`src/rtl/cpu_pkg.sv`:
```
// cpu_pkg
//   Shared definitions for the register scan reader: default widths and the
//   scan FSM state encoding.
package cpu_pkg;

  localparam int DATA_W_DEF = 32;
  localparam int IDX_W_DEF  = 5;

  // state    | meaning
  // IDLE     | waiting for start; regNo holds the last index read
  // CAPTURE  | regNo presented to the register file, value captured on exit
  // SEND     | captured word offered on the output handshake
  // DONE     | one-cycle completion pulse, then back to IDLE
  typedef enum logic [1:0] {
    ST_IDLE    = 2'd0,
    ST_CAPTURE = 2'd1,
    ST_SEND    = 2'd2,
    ST_DONE    = 2'd3
  } scan_state_e;

endpackage

```
`src/rtl/reg_scan_reader.sv`:
```
// reg_scan_reader
//   Walks a contiguous (wrapping) range of register-file indices, reads each
//   value through a combinational debug read port and streams the words out
//   over a valid/ready handshake.
//
// Ports
//   clk, reset        clock, asynchronous active-high reset
//   start             scan request, honoured only when idle
//   first_reg         first index of the scan (sampled with start)
//   last_reg          last index of the scan (sampled with start)
//   regNo / val       register-file debug read port (index out, data in)
//   out_valid         out_data/out_index/out_last valid
//   out_ready         consumer accepts the current word
//   out_data          captured register value
//   out_index         index the value came from
//   out_last          final word of the scan
//   busy              high whenever a scan is in progress
//   done              one-cycle pulse after the final word is accepted
module reg_scan_reader
  import cpu_pkg::*;
#(
  parameter int DATA_W = DATA_W_DEF,
  parameter int IDX_W  = IDX_W_DEF
) (
  input  logic              clk,
  input  logic              reset,
  input  logic              start,
  input  logic [IDX_W-1:0]  first_reg,
  input  logic [IDX_W-1:0]  last_reg,
  output logic [IDX_W-1:0]  regNo,
  input  logic [DATA_W-1:0] val,
  output logic              out_valid,
  input  logic              out_ready,
  output logic [DATA_W-1:0] out_data,
  output logic [IDX_W-1:0]  out_index,
  output logic              out_last,
  output logic              busy,
  output logic              done
);

  scan_state_e       r_state;
  logic [IDX_W-1:0]  r_cur_idx;
  logic [IDX_W:0]    r_remaining;
  logic [DATA_W-1:0] r_out_data;
  logic [IDX_W-1:0]  r_out_index;
  logic              r_out_last;
  logic              r_out_valid;
  logic              r_busy;
  logic              r_done;

  logic [IDX_W-1:0]  w_span;
  logic [IDX_W:0]    w_count_init;

  // Span is taken modulo the index space so first > last wraps, and
  // first == last + 1 covers all 2**IDX_W entries (needs the extra count bit).
  assign w_span       = last_reg - first_reg;
  assign w_count_init = {1'b0, w_span} + (IDX_W + 1)'(1);

  always_ff @(posedge clk or posedge reset) begin
    if (reset) begin
      r_state     <= ST_IDLE;
      r_cur_idx   <= '0;
      r_remaining <= '0;
      r_out_data  <= '0;
      r_out_index <= '0;
      r_out_last  <= 1'b0;
      r_out_valid <= 1'b0;
      r_busy      <= 1'b0;
      r_done      <= 1'b0;
    end else begin
      r_done <= 1'b0;
      case (r_state)
        ST_IDLE: begin
          if (start) begin
            r_cur_idx   <= first_reg;
            r_remaining <= w_count_init;
            r_busy      <= 1'b1;
            r_state     <= ST_CAPTURE;
          end
        end
        ST_CAPTURE: begin
          r_out_data  <= val;
          r_out_index <= r_cur_idx;
          r_out_last  <= (r_remaining == (IDX_W + 1)'(1));
          r_out_valid <= 1'b1;
          r_state     <= ST_SEND;
        end
        ST_SEND: begin
          if (out_ready) begin
            r_out_valid <= 1'b0;
            if (r_out_last) begin
              r_done  <= 1'b1;
              r_state <= ST_DONE;
            end else begin
              r_cur_idx   <= r_cur_idx + IDX_W'(1);
              r_remaining <= r_remaining - (IDX_W + 1)'(1);
              r_state     <= ST_CAPTURE;
            end
          end
        end
        ST_DONE: begin
          r_busy  <= 1'b0;
          r_state <= ST_IDLE;
        end
        default: begin
          r_busy      <= 1'b0;
          r_out_valid <= 1'b0;
          r_state     <= ST_IDLE;
        end
      endcase
    end
  end

  assign regNo     = r_cur_idx;
  assign out_valid = r_out_valid;
  assign out_data  = r_out_data;
  assign out_index = r_out_index;
  assign out_last  = r_out_last;
  assign busy      = r_busy;
  assign done      = r_done;

endmodule

```
`config.mk`:
```
export PLATFORM = sky130hd
export DESIGN_NAME = reg_scan_reader
export DESIGN_NICKNAME = d
export VERILOG_FILES = /design/src/rtl/cpu_pkg.sv /design/src/rtl/reg_scan_reader.sv
export SDC_FILE = /design/constraint.sdc
export NUM_CORES = 1
export LEC_CHECK = 0
export ABC_AREA = 1
export CAP_MARGIN = 15
export CORE_MARGIN = 4
export CORE_UTILIZATION = 25
export CTS_BUF_LIST = sky130_fd_sc_hd__clkbuf_4 sky130_fd_sc_hd__clkbuf_8 sky130_fd_sc_hd__clkbuf_16
export DETAILED_ROUTE_END_ITERATION = 8
export PLACE_DENSITY = 0.56
export SLEW_MARGIN = 15
export SYNTH_ARGS = -nofsm -noshare
export SYNTH_HDL_FRONTEND = slang
export SYNTH_SLANG_ARGS = --single-unit
```
`constraint.sdc`:
```
create_clock -name clk -period 2.3 [get_ports clk]
set_input_delay 0.69 -clock clk [delete_from_list [all_inputs] [get_ports clk]]
set_output_delay 0.69 -clock clk [all_outputs]
set_load 0.02 [all_outputs]
```
==> impl_metrics.yaml <==
worst_setup_path:
  worst-r2r-cell-count: 8
  reg2reg_from: "r_state[0]"
  path_max_fanout: 3
  r2r_slack_ns: 0.79
  cp-end-kind: "flip-flop"
  critPathArrivalTime_ns: 2.44
  cp-start-kind: "primary input"
  critical_path_class: "in -> reg"
  cp.required_ns: 2.53
  reg2reg_to: "regNo[4]"
cells_and_area:
  final_nets: 470
  final_area_um2: 3800
  mostFrequentLayoutCell: "nand2_1"
  multi_input_area_um2: 1060
  syn_to_final_growth_pct: 49.1
  fill_cells: 1034
  seq_area_um2: 1350
  num_antenna_cells: 0
  layout-drive-gt1-share_pct: 8.65
  mostFrequentLayoutCells: "136 x nand2_1, 89 x clkdlybuf4s50_1, 54 x dfrtp_1"
  instances_no_fill: 549
drt:
  drtPass1Iterations: 4
  drt-wirelength-per-cell_um: 12.1
  ant_nets: 0
  via_per_inst: 4.25
  drt-initial-drc-count: 72
  drc: 0
  vias: 2331
  wl_um: 6660
synth:
  yosysUniqueCellTypes: 24
  syn-num-nets: 369
  synth-main-ff-cell: "dfrtp_1"
  yosysSeqAreaShare_pct: 53.0
  syn_inst: 314
  synth_edf_count: 0
  synth.cell_area_um2: 2550
  yosys_warnings: 0
  ys_ff_latch: 54
  syn-mean-instance-area_um2: 8.12
  async_flop_share_pct: 100
hold_path:
  min_to: "out_data[14]"
  min_from: "out_data[14]"
  holdPathStages: 2
  hold_class: "reg -> reg"
global_routing:
  first_global_vias: 2411
  grt_antenna_before_repair: 0
  grt_use_total_pct: 11.7
  grt_first_pass_wirelength_um: 11300
  grt_max_degree: 55
  overflow: 0
sta:
  fmax_ghz: 0.452
  worstMarginPinSlew_ns: 0.409
  rsz0062_at_grt: "yes"
  finalHoldViolations: 0
  finalCriticalPeriod_ns: 2.21
  skew_ns: 0.00982
  slew_headroom_pct: 72.7
  final-max-slew-violation-count: 0
  period_share_pct: 96.2
  setup_viol: 0
cts:
  htree_levels: 2
  path_clk_slew_ns: 0.10
  cts-root-buf: "clkbuf_8"
  cts_tree: "yes"
  clock_path_buffers: 2
  clock_latency_ns: 0.30
  postCtsSetupRepairBufs: 0
  clock_sinks: 54
  numCtsBuffers: 5
floorplanning:
  die-area_um2: 11900
  num_rows: 36
  ioPinCount: 92
  initial_utilization_pct: 25.8
  fp.dieW_um: 109
  die_h_um: 109
  coreArea_um2: 9860
placed_design:
  placed_area_um2: 3690
  dp_hpwl_um: 4970
  place.gp.congestion: 0.755
  dp.cells: 541
  port_buffers: 91
power:
  p_leak_nw: 1.85
  total_power_mw: 4.87
  p_per_area_nw_per_um2: 1280
  ir_drop_mv: 0.491
job:
  drv_cap: 0
run_status:
  status: "finished clean"
==> metrics by stage <==
| stage | worst slack [ns] | hold slack [ns] | utilization [%] | setup TNS [ns] |
|---|---|---|---|---|
| floorplan | 0.191 | 0.456 | - | 0 |
| global placement | -0.374 | 0.454 | 37.4 | -1.38 |
| detailed placement | -0.411 | 0.460 | 37.4 | -1.55 |
| CTS | 0.0934 | 0.486 | 38.3 | 0 |
| global route | -0.0128 | 0.514 | 38.5 | -0.0128 |
| finish | 0.0875 | 0.478 | 38.5 | 0 |
==> worst max-delay path, cell delays in order <==
cell and delay (ns):
dlygate4sd2_1 0.23, inv_1 0.05, ha_2 0.16, inv_2 0.04
fa_1 0.57, ha_2 0.19, inv_1 0.05, nor2_2 0.11
nand3_1 0.08, nand2_1 0.07, nand3_1 0.08, a21oi_2 0.13
==> layer usage <==
layer	track usage [%]	vias up	share of wire, %
met5	0	-	0
met4	2.61	0	0.41
met3	3.91	5	8.4
met2	19.1	63	46
met1	15.0	1079	46
li1	-	1184	-
==> cell families after synthesis <==
group | count (synthesis) | synth area share [%]
and+or+nand+nor | 169 | 26.2
buffers and inverters | 41 | 6.67
adders and majority gates | 9 | 4.71
AOI/OAI and AO/OA | 39 | 8.78
DFF | 54 | 53.0
xor gates and xnor gates | 2 | 0.687
==> where the power goes <==
part	switching, mW	internal (mW)
Sequential	0.293	1.40
Combinational	1.50	1.14
Clock	0.308	0.228
Total	2.10	2.77
==> cell usage after synthesis (3+ instances only) <==
cell	instances	area share, %
nand3_1	20	3.9
clkbuf_1	8	1.2
nor2_1	10	1.5
inv_1	28	4.1
ha_1	8	3.9
o211ai_1	3	0.88
a21oi_1	12	2.4
o21ai_0	16	3.1
dfrtp_1	54	53
nand2_1	136	20
==> repair_timing <==
item,4_1_cts,5_1_grt
gates resized for setup,7,3
hold buffers,0,0
pin swaps,7,0
setup endpoints to repair,2,2
==> flip-flops by register name (all words and copies together), names as in the netlist <==
register and cells:
busy 1, done 1, out_data 32, out_index 5, out_last 1, out_valid 1
r_remaining 6, r_state 2, regNo 5
==> layout make-up <==
| class | instances | area share (%) |
|---|---|---|
| clock buffer | 6 | 2.01 |
| tap | 133 | 4.38 |
| sequential | 54 | 35.5 |
| clock inverter | 2 | 0.362 |
| timing repair buffer | 105 | 27.0 |
| inverter | 30 | 2.96 |
| multi-input combinational | 219 | 27.8 |
==> worst max-delay path by stage <==
stage | startpoint | to | cells after the start
finish | last_reg[0] | r_remaining[4] | 12
global route | last_reg[0] | r_remaining[4] | 12
CTS | last_reg[0] | r_remaining[4] | 12
detailed placement | first_reg[0] | r_remaining[4] | 11
global placement | first_reg[0] | r_remaining[2] | 10
floorplan | last_reg[0] | r_remaining[4] | 11
Power figures use the tool's default switching activity.
